$ cat src/rtl/micadc_capture_if.sv
`default_nettype none
// +----------------------------------------------------------------------------+
// | Module      : micadc_capture_if                                            |
// | Description : Bundle of the microphone ADC capture signals: the control    |
// |               and sample-stream side toward the transmitter and the SPI    |
// |               pins toward the ADC.                                         |
// |               master : the capture block (drives CS/SCK and the sample).   |
// |               slave  : the environment (request/enable and ADC data).      |
// | Signals     : i_en, i_request, i_miso       (toward the capture block)     |
// |               o_csn, o_sck, o_busy, o_valid, o_data[11:0], o_frame_err,    |
// |               o_overrun                     (from the capture block)       |
// | Revision    : 1.0 - initial release                                        |
// +----------------------------------------------------------------------------+
interface micadc_capture_if;
   logic        i_en;
   logic        i_request;
   logic        i_miso;
   logic        o_csn;
   logic        o_sck;
   logic        o_busy;
   logic        o_valid;
   logic [11:0] o_data;
   logic        o_frame_err;
   logic        o_overrun;

   modport master (
      input  i_en, i_request, i_miso,
      output o_csn, o_sck, o_busy, o_valid, o_data, o_frame_err, o_overrun
   );

   modport slave (
      output i_en, i_request, i_miso,
      input  o_csn, o_sck, o_busy, o_valid, o_data, o_frame_err, o_overrun
   );
endinterface
`default_nettype wire

$ cat src/rtl/micadc_capture.sv
`default_nettype none
// +----------------------------------------------------------------------------+
// | Module      : micadc_capture                                               |
// | Description : SPI capture front end for the 12-bit microphone ADC. Each    |
// |               sample request runs one 16-bit SPI frame (CS low, SCK idles  |
// |               high, data sampled on the SCK rising edge) and returns a     |
// |               signed 12-bit sample with a one-cycle valid strobe.          |
// | Ports       : i_clk      - system clock                                    |
// |               i_reset_n  - asynchronous active-low reset                   |
// |               bus        - micadc_capture_if.master (enable, request,      |
// |                            SPI pins, sample/valid/status outputs)          |
// | Parameters  : CKPCK - system clocks per SCK half-period (>= 1)             |
// |               LGDC  - DC-blocker time-constant shift (>= 1)                |
// | Options     : MICADC_DCBLOCK_EN - when defined, a leaky DC blocker sits    |
// |               on the sample path and valid is delayed by one cycle.        |
// | Revision    : 1.0 - initial release                                        |
// +----------------------------------------------------------------------------+
module micadc_capture #(
   parameter int CKPCK = 2,
   parameter int LGDC  = 8
) (
   input wire              i_clk,
   input wire              i_reset_n,
   micadc_capture_if.master bus
);

   if (CKPCK < 1 || LGDC < 1) begin : g_param_check
      $error("micadc_capture: CKPCK and LGDC must both be at least 1");
   end

   localparam int             c_CW  = (CKPCK > 1) ? $clog2(CKPCK) : 1;
   localparam logic [c_CW-1:0] c_KM1 = c_CW'(CKPCK - 1);

   typedef enum logic [1:0] {
      S_IDLE  = 2'd0,
      S_START = 2'd1,
      S_SHIFT = 2'd2,
      S_QUIET = 2'd3
   } state_t;

   state_t            r_state, w_state_nxt;
   logic [c_CW-1:0]   r_cnt;
   logic              r_phase;     // 0: SCK-low half of a bit, 1: SCK-high half
   logic [3:0]        r_bit;
   logic [15:0]       r_shift;
   logic              r_csn, r_sck, r_busy, r_overrun;
   logic              r_valid, r_err;
   logic [11:0]       r_data;

   logic              w_cnt_end;
   logic              w_start, w_sck_fall, w_sample, w_to_quiet, w_done;
   logic [11:0]       w_x;
   logic              w_err_raw;

   assign w_cnt_end = (r_cnt == c_KM1);
   // Offset binary to two's complement: flipping the MSB subtracts 2048.
   assign w_x       = {~r_shift[11], r_shift[10:0]};
   assign w_err_raw = |r_shift[15:12];

   always_comb begin
      w_state_nxt = r_state;
      w_start     = 1'b0;
      w_sck_fall  = 1'b0;
      w_sample    = 1'b0;
      w_to_quiet  = 1'b0;
      w_done      = 1'b0;
      case (r_state)
         S_IDLE: begin
            if (bus.i_request) begin
               w_state_nxt = S_START;
               w_start     = 1'b1;
            end
         end
         S_START: begin
            if (w_cnt_end) begin
               w_state_nxt = S_SHIFT;
               w_sck_fall  = 1'b1;
            end
         end
         S_SHIFT: begin
            if (w_cnt_end) begin
               if (!r_phase) begin
                  w_sample = 1'b1;
               end else if (r_bit == 4'd15) begin
                  w_state_nxt = S_QUIET;
                  w_to_quiet  = 1'b1;
               end else begin
                  w_sck_fall = 1'b1;
               end
            end
         end
         S_QUIET: begin
            if (w_cnt_end) begin
               w_state_nxt = S_IDLE;
               w_done      = 1'b1;
            end
         end
         default: w_state_nxt = S_IDLE;
      endcase
      // Disable wins over everything: abort to IDLE, no strobes.
      if (!bus.i_en) begin
         w_state_nxt = S_IDLE;
         w_start     = 1'b0;
         w_sck_fall  = 1'b0;
         w_sample    = 1'b0;
         w_to_quiet  = 1'b0;
         w_done      = 1'b0;
      end
   end

   always_ff @(posedge i_clk or negedge i_reset_n) begin
      if (!i_reset_n) begin
         r_state   <= S_IDLE;
         r_cnt     <= '0;
         r_phase   <= 1'b0;
         r_bit     <= 4'd0;
         r_shift   <= 16'd0;
         r_csn     <= 1'b1;
         r_sck     <= 1'b1;
         r_busy    <= 1'b0;
         r_overrun <= 1'b0;
      end else begin
         r_state <= w_state_nxt;
         // The counter times every K-cycle interval and restarts at each one.
         if (r_state == S_IDLE || w_cnt_end)
            r_cnt <= '0;
         else
            r_cnt <= r_cnt + c_CW'(1);
         if (w_start) begin
            r_csn   <= 1'b0;
            r_busy  <= 1'b1;
            r_bit   <= 4'd0;
            r_phase <= 1'b0;
         end
         if (w_sck_fall) begin
            r_sck   <= 1'b0;
            r_phase <= 1'b0;
            if (r_state == S_SHIFT)
               r_bit <= r_bit + 4'd1;
         end
         if (w_sample) begin
            r_sck   <= 1'b1;
            r_phase <= 1'b1;
            r_shift <= {r_shift[14:0], bus.i_miso};
         end
         if (w_to_quiet)
            r_csn <= 1'b1;
         if (w_done)
            r_busy <= 1'b0;
         if (!bus.i_en) begin
            r_csn  <= 1'b1;
            r_sck  <= 1'b1;
            r_busy <= 1'b0;
         end
         if (!bus.i_en)
            r_overrun <= 1'b0;
         else if (bus.i_request && r_busy)
            r_overrun <= 1'b1;
      end
   end

`ifdef MICADC_DCBLOCK_EN
   // Leaky integrator tracks the DC level scaled by 2^LGDC; the output is the
   // input minus that running estimate.
   localparam int c_AW = 12 + LGDC;

   logic                   r_pend, r_pend_err;
   logic signed [11:0]     r_x;
   logic signed [c_AW-1:0] r_acc;
   logic signed [c_AW-1:0] w_acc_sh;
   logic signed [11:0]     w_fb;
   logic signed [12:0]     w_y;
   logic [11:0]            w_y_sat;

   assign w_acc_sh = r_acc >>> LGDC;
   assign w_fb     = w_acc_sh[11:0];
   assign w_y      = 13'(r_x) - 13'(w_fb);
   assign w_y_sat  = (w_y[12] != w_y[11]) ? (w_y[12] ? 12'h800 : 12'h7FF) : w_y[11:0];
`endif

   always_ff @(posedge i_clk or negedge i_reset_n) begin
      if (!i_reset_n) begin
         r_valid <= 1'b0;
         r_data  <= 12'd0;
         r_err   <= 1'b0;
`ifdef MICADC_DCBLOCK_EN
         r_pend     <= 1'b0;
         r_pend_err <= 1'b0;
         r_x        <= 12'sd0;
         r_acc      <= '0;
`endif
      end else begin
`ifdef MICADC_DCBLOCK_EN
         r_pend  <= w_done;
         r_valid <= r_pend & bus.i_en;
         if (w_done) begin
            r_x        <= w_x;
            r_pend_err <= w_err_raw;
         end
         if (!bus.i_en) begin
            r_acc <= '0;
         end else if (r_pend) begin
            r_data <= w_y_sat;
            r_err  <= r_pend_err;
            r_acc  <= r_acc + c_AW'(w_y);
         end
`else
         r_valid <= w_done;
         if (w_done) begin
            r_data <= w_x;
            r_err  <= w_err_raw;
         end
`endif
      end
   end

   assign bus.o_csn       = r_csn;
   assign bus.o_sck       = r_sck;
   assign bus.o_busy      = r_busy;
   assign bus.o_valid     = r_valid;
   assign bus.o_data      = r_data;
   assign bus.o_frame_err = r_err;
   assign bus.o_overrun   = r_overrun;

endmodule
`default_nettype wire
$ cat src/flat_wrapper.sv
// flat-port wrapper written by rule: the top's interface ports become plain ports
module micadc_capture_flat 
#(
   parameter int CKPCK = 2,
   parameter int LGDC  = 8
)
  (i_clk, i_reset_n, bus_i_en, bus_i_request, bus_i_miso, bus_o_csn, bus_o_sck, bus_o_busy, bus_o_valid, bus_o_data, bus_o_frame_err, bus_o_overrun);
  micadc_capture_if bus_i ();
  input wire i_clk;
  input wire i_reset_n;
  input wire logic [$bits(bus_i.i_en)-1:0] bus_i_en;
  input wire logic [$bits(bus_i.i_request)-1:0] bus_i_request;
  input wire logic [$bits(bus_i.i_miso)-1:0] bus_i_miso;
  output wire logic [$bits(bus_i.o_csn)-1:0] bus_o_csn;
  output wire logic [$bits(bus_i.o_sck)-1:0] bus_o_sck;
  output wire logic [$bits(bus_i.o_busy)-1:0] bus_o_busy;
  output wire logic [$bits(bus_i.o_valid)-1:0] bus_o_valid;
  output wire logic [$bits(bus_i.o_data)-1:0] bus_o_data;
  output wire logic [$bits(bus_i.o_frame_err)-1:0] bus_o_frame_err;
  output wire logic [$bits(bus_i.o_overrun)-1:0] bus_o_overrun;
  assign bus_i.i_en = bus_i_en;
  assign bus_i.i_request = bus_i_request;
  assign bus_i.i_miso = bus_i_miso;
  assign bus_o_csn = bus_i.o_csn;
  assign bus_o_sck = bus_i.o_sck;
  assign bus_o_busy = bus_i.o_busy;
  assign bus_o_valid = bus_i.o_valid;
  assign bus_o_data = bus_i.o_data;
  assign bus_o_frame_err = bus_i.o_frame_err;
  assign bus_o_overrun = bus_i.o_overrun;
  micadc_capture #(.CKPCK(CKPCK), .LGDC(LGDC)) u_core (.i_clk(i_clk), .i_reset_n(i_reset_n), .bus(bus_i));
endmodule
$ cat config.mk
export PLATFORM = sky130hd
export DESIGN_NAME = micadc_capture_flat
export DESIGN_NICKNAME = d
export VERILOG_FILES = /design/src/rtl/micadc_capture_if.sv /design/src/rtl/micadc_capture.sv /design/src/flat_wrapper.sv
export SDC_FILE = /design/constraint.sdc
export NUM_CORES = 1
export LEC_CHECK = 0
export CAP_MARGIN = 20
export CORE_UTILIZATION = 54
export DETAILED_ROUTE_END_ITERATION = 10
export PLACE_DENSITY_LB_ADDON = 0.05
export RECOVER_POWER = 50
export SLEW_MARGIN = 30
export SYNTH_ARGS = -nofsm -noshare
export SYNTH_HDL_FRONTEND = slang
export SYNTH_SLANG_ARGS = --single-unit
$ cat constraint.sdc
create_clock -name i_clk -period 2.3 [get_ports i_clk]
set_input_delay 0.46 -clock i_clk [delete_from_list [all_inputs] [get_ports i_clk]]
set_output_delay 0.46 -clock i_clk [all_outputs]
set_load 0.05 [all_outputs]
Yosys cells after proc, flatten, opt, wreduce, memory -nomap -nowiden --
Cells that the tools add are included.
Cells by class: $lt $le $gt $ge 0, $add $sub $neg 2, eq/ne operators 14, multiply operators 0, reduce and logical (&&, ||, !) cells 6, mux-type cells 45, divide/modulo/power cells 0, shift operators 0, bitwise gates (word level) 1
Operator list (count):
- $mux 1 | 33
- $ne 3x2->1 const B | 5
- $mux 2 | 7
- $mux 4 | 3
- $ne 3x1->1 const B | 3
- $pmux 2 s4 | 1
- $reduce_and 6->1 | 1
- $add 4x1->4 const B | 1
- $eq 2x2->1 const B | 2
- $eq 4x4->1 const B | 1
- $reduce_or 4->1 | 1
- $ne 3x3->1 const B | 1
- $reduce_bool 3->1 | 1
- $eq 2x1->1 const B | 1
- $logic_not 2->1 | 1
- $ne 2x1->1 const B | 1
- $pmux 1 s2 | 1
- $add 1x1->1 const B | 1
- $logic_and 1x1->1 | 1
- $logic_or 1x1->1 | 1
- $not 1->1 | 1
Word-level totals: bits in latches 0, register bits after elaboration 42, output and inout bits 18, memories 0, memory bits (writable) 0, input port bits 5, memory bits (read-only) 0

Longest topological paths before layout --
depth in word-level cells 9, gate-level depth with buffers 7, depth with buffers taken out 6

Least setup slack after synthesis --
No wires, ideal clock.
path type register to register, start point register u_core.r_state[1], end point register u_core.r_bit[2], clock period less this slack 1804 ps, arrival 1685 ps, setup slack 496 ps, buffers on the path 1, setup time 120 ps, stages on the path, launching flop included 7, data required time 2180 ps, cells stage by stage dfrtp_1 inv_1 ha_1 and4b_1 or4_4 buf_6 a31o_1
On the way: longest elaborated chain between the ends 6, elaborated cells on any way between the ends 10
RTL lines:
- from (decl) | line micadc_capture.sv:41 | state_t r_state, w_state_nxt;
- from (signal assigned) | line micadc_capture.sv:123 | r_state <= w_state_nxt;
- $logic_not 2->1 | line micadc_capture.sv:67 | case (r_state)
- $mux 1 | line micadc_capture.sv:67
- $mux 1 | line micadc_capture.sv:101 | if (!bus.i_en) begin
- $mux 4 | line micadc_capture.sv:129 | if (w_start) begin
- $mux 4 | line micadc_capture.sv:138 | if (r_state == S_SHIFT)
- $mux 4 * | line micadc_capture.sv:135 | if (w_sck_fall) begin
- to (signal assigned) | line micadc_capture.sv:139 | r_bit <= r_bit + 4'd1;
- to (decl) | line micadc_capture.sv:44 | logic [3:0] r_bit;
Every way passes the cells marked *; elsewhere a longest branch is shown, timed or not. A chain may end at the register's enable or synchronous reset.

Worst setup path after layout --
start point register u_core.r_sck, in the netlist u_core.bus.o_sck, end point output port bus_o_sck
RTL lines:
- from (decl) | line micadc_capture.sv:46 | logic r_csn, r_sck, r_busy, r_overrun;
- from (signal assigned) | line micadc_capture.sv:119 | r_sck <= 1'b1;
- from (signal assigned) | line micadc_capture.sv:136 | r_sck <= 1'b0;
- from (signal assigned) | line micadc_capture.sv:142 | r_sck <= 1'b1;
- to (decl) | line flat_wrapper.sv:15 | output wire logic [$bits(bus_i.o_sck)-1:0] bus_o_sck;
No word-level cell between the ends.

==> flow_summary.yaml <==
outcome:
  status: "completed"
sta:
  fin_crit_sh: 0.930
  fin_setup_tns_ps: 0
  final_max_slew_viol_count: 0
  layout_min_cycle_time_ps: 2140
  hold_viol_final: 0
  skew_ps: 5.34
  slew_headroom: 0.336
  rsz0062_at_grt: "no"
  worst_pin_slew_ps: 997
  clock.fmax_ghz: 0.467
  setup_violations: 0
yosys:
  async_flop_share: 1.00
  ys.flop_type: "dfrtp_1"
  synth-adder-area-share: 0.0422
  syn-num-nets: 149
  yosys.area_share.xor_xnor: 0.00493
  synth_area_leader_cell: "dfrtp_1"
  synth_area_um2: 1780
  synth_compound_area_frac: 0.0640
  synth_most_common_cell: "dfrtp_1"
  synth_area_leaders: "dfrtp_1 (56%), mux2_2 (17%), ha_1 (4.2%), dfstp_2 (3.0%), nand2_1 (2.5%)"
  synthCells: 138
  synth_edf_count: 0
  yosysWarningCount: 0
  synth_area_per_cell_um2: 12.9
  synth_cell_type_count: 29
  muxShareOfSynthArea: 0.177
  ys_ff_latch: 42
  ys_top_cells_by_count: "dfrtp_1 (40), mux2_2 (27), nand2_1 (12)"
  synth_top_area_frac: 0.563
  yosysSeqAreaShare: 0.593
  synth_top_family_by_area: "multiplexers"
  synthSimpleGateAreaFrac: 0.0873
grt:
  grt_pass1_wl_um: 4880
  antenna_found_initial: 0
  grt_pass1_vias: 1122
  grtUsageTotal: 0.193
  grt_start_max_net_pins: 43
  grt.overflow.total: 0
power_and_ir_drop:
  switching_share: 0.316
  combPwrFrac: 0.244
  leakage_uw: 0.00102
  vdd_drop_max_v: 0.000487
  power_density_nw_per_um2: 826
  clockPowerShare: 0.260
  p_int_uw: 1200
  seq_power_share: 0.496
  p_sw_uw: 552
critical_path:
  critPathMaxStageDelay_ps: 790
  endpoint: "bus_o_sck"
  arrival_ps: 1680
  path_cells: "clkdlybuf4s50_1"
  cp_num_cells: 1
  path_delay_family: "buffers and inverters"
  crit_required_ps: 1840
  r2r-end: "u_core.bus.o_data[10]"
  cp_slowest_cell: "clkdlybuf4s50_1"
  cp_num_buf_inv: 1
  ff2ff_path_depth: 4
  criticalPathCategory: "reg -> out"
  worst_r2r_startpoint: "u_core.r_state[0]"
  reg2reg_setup_slack_ps: 400
  crit_path_max_fanout: 2
  cp-end-kind: "primary output"
  critPathLaunch: "u_core.bus.o_sck"
  cp-start-kind: "register"
route:
  drtAntennaViolNets: 0
  dr_total_vias: 1137
  first_iter_violations: 37
  wl_per_cell_um: 13.6
  vias_per_cell: 5.41
  drc: 0
  routed_wl_um: 2850
  dr.pass1.iters: 4
clocking:
  cts_sinks: 42
  clk_latency_ps: 350
  cts_buffers: 5
  hold_buffers: 0
  cts_resized: 0
  cts_buffer_depth: 2
  htreeDepth: 2
  clkTransAtPathRegs_ps: 110
  cts_tree: "yes"
  post-cts-setup-buffers: 0
  root_buffer: "clkbuf_4"
place:
  routabilityCongestion: 0.860
  hpwl_um: 1960
  numPortBuffers: 22
  placedCellCount: 202
floorplanning:
  die_h_um: 59.4
  die_area_um2: 3530
  num_io_pins: 23
  die_x_um: 59.4
  rows: 20
  initial_utilization: 0.578
  core_um2: 3080
final_layout:
  drive_above_1_share: 0.247
  final_cells: 210
  nets: 176
  antenna-diode-count: 0
  area_growth_pct: 18.9
  fillers: 250
hold_path:
  hp-class: "in -> async"
job:
  cap_violations: 0
worst reg2reg max path, stage by stage (launching register included):
cell and delay, ps:
dfrtp_1 430, ha_1 250, nand3_1 90, clkbuf_1 610
mux2_2 410
metal layers:
layer	track usage	vias up	wire, µm
met3	0.0721	7	155
met2	0.318	36	1430
li1	-	533	-
met4	0.0884	0	55
met1	0.222	561	1200
met5	0	-	0
kinds of logic after synthesis:
family | Yosys count
DFF | 42
and+or+nand+nor | 31
muxes | 28
AOI/OAI and AO/OA | 18
buffers and inverters | 12
adders and majority gates | 6
xor gates and xnor gates | 1
flip-flops by register name (all words and copies together) (netlist names), 2 cells and up:
name,flops
u_core.r_shift,16
u_core.bus.o_data,12
u_core.r_bit,4
u_core.r_state,2
cells in the final DEF (no fill, tap or decap), types with 4 or more instances in the layout:
cell type	count
clkdlybuf4s50_1	20
nand2_1	12
nor2_1	4
nand3_1	7
o21ai_0	5
inv_1	7
mux2_2	27
a21oi_1	4
dfrtp_1	40
ha_1	6
clkbuf_4	5
power by group through the flow:
stage / combinational (µW) / clock (µW) / sequential (µW)
after floorplan: 239 / 0 / 938
after global placement: 412 / 0 / 876
after detailed placement: 423 / 0 / 880
after CTS: 424 / 476 / 865
after global routing: 470 / 508 / 877
final: 426 / 455 / 866
how the worst min path moves through the flow:
stage	slack [ps]	cells after the start	to
global placement	470	2	u_core.bus.o_data[11]
finish	260	1	u_core.r_cnt
floorplan	160	0	u_core.bus.o_busy
detailed placement	480	2	u_core.bus.o_data[11]
global route	320	1	u_core.r_shift[14]
CTS	250	1	u_core.r_shift[11]
through the flow:
stage / setup slack [ps] / hold WS (ps) / cell area [µm²] / total power [µW] / utilization
final: 160 / 259 / 2110 / 1750 / 0.687
after global routing: 95.5 / 322 / 2110 / 1850 / 0.687
after CTS: 133 / 245 / 2120 / 1760 / 0.688
after detailed placement: 412 / 480 / 2040 / 1300 / 0.663
after global placement: 425 / 471 / 2040 / 1290 / 0.663
after floorplan: 496 / 164 / 1780 / 1180 / -
area by class of cell:
type	count	area, µm²	area share
inverters	7	26.3	0.0124
clock buffers	6	41.3	0.0195
clock inverters	2	37.5	0.0178
well taps	44	55.1	0.0260
flip-flops and latches	42	1050	0.498
repair buffers	25	234	0.111
multi-input cells	84	667	0.315
(Power assumes the default switching activity.)
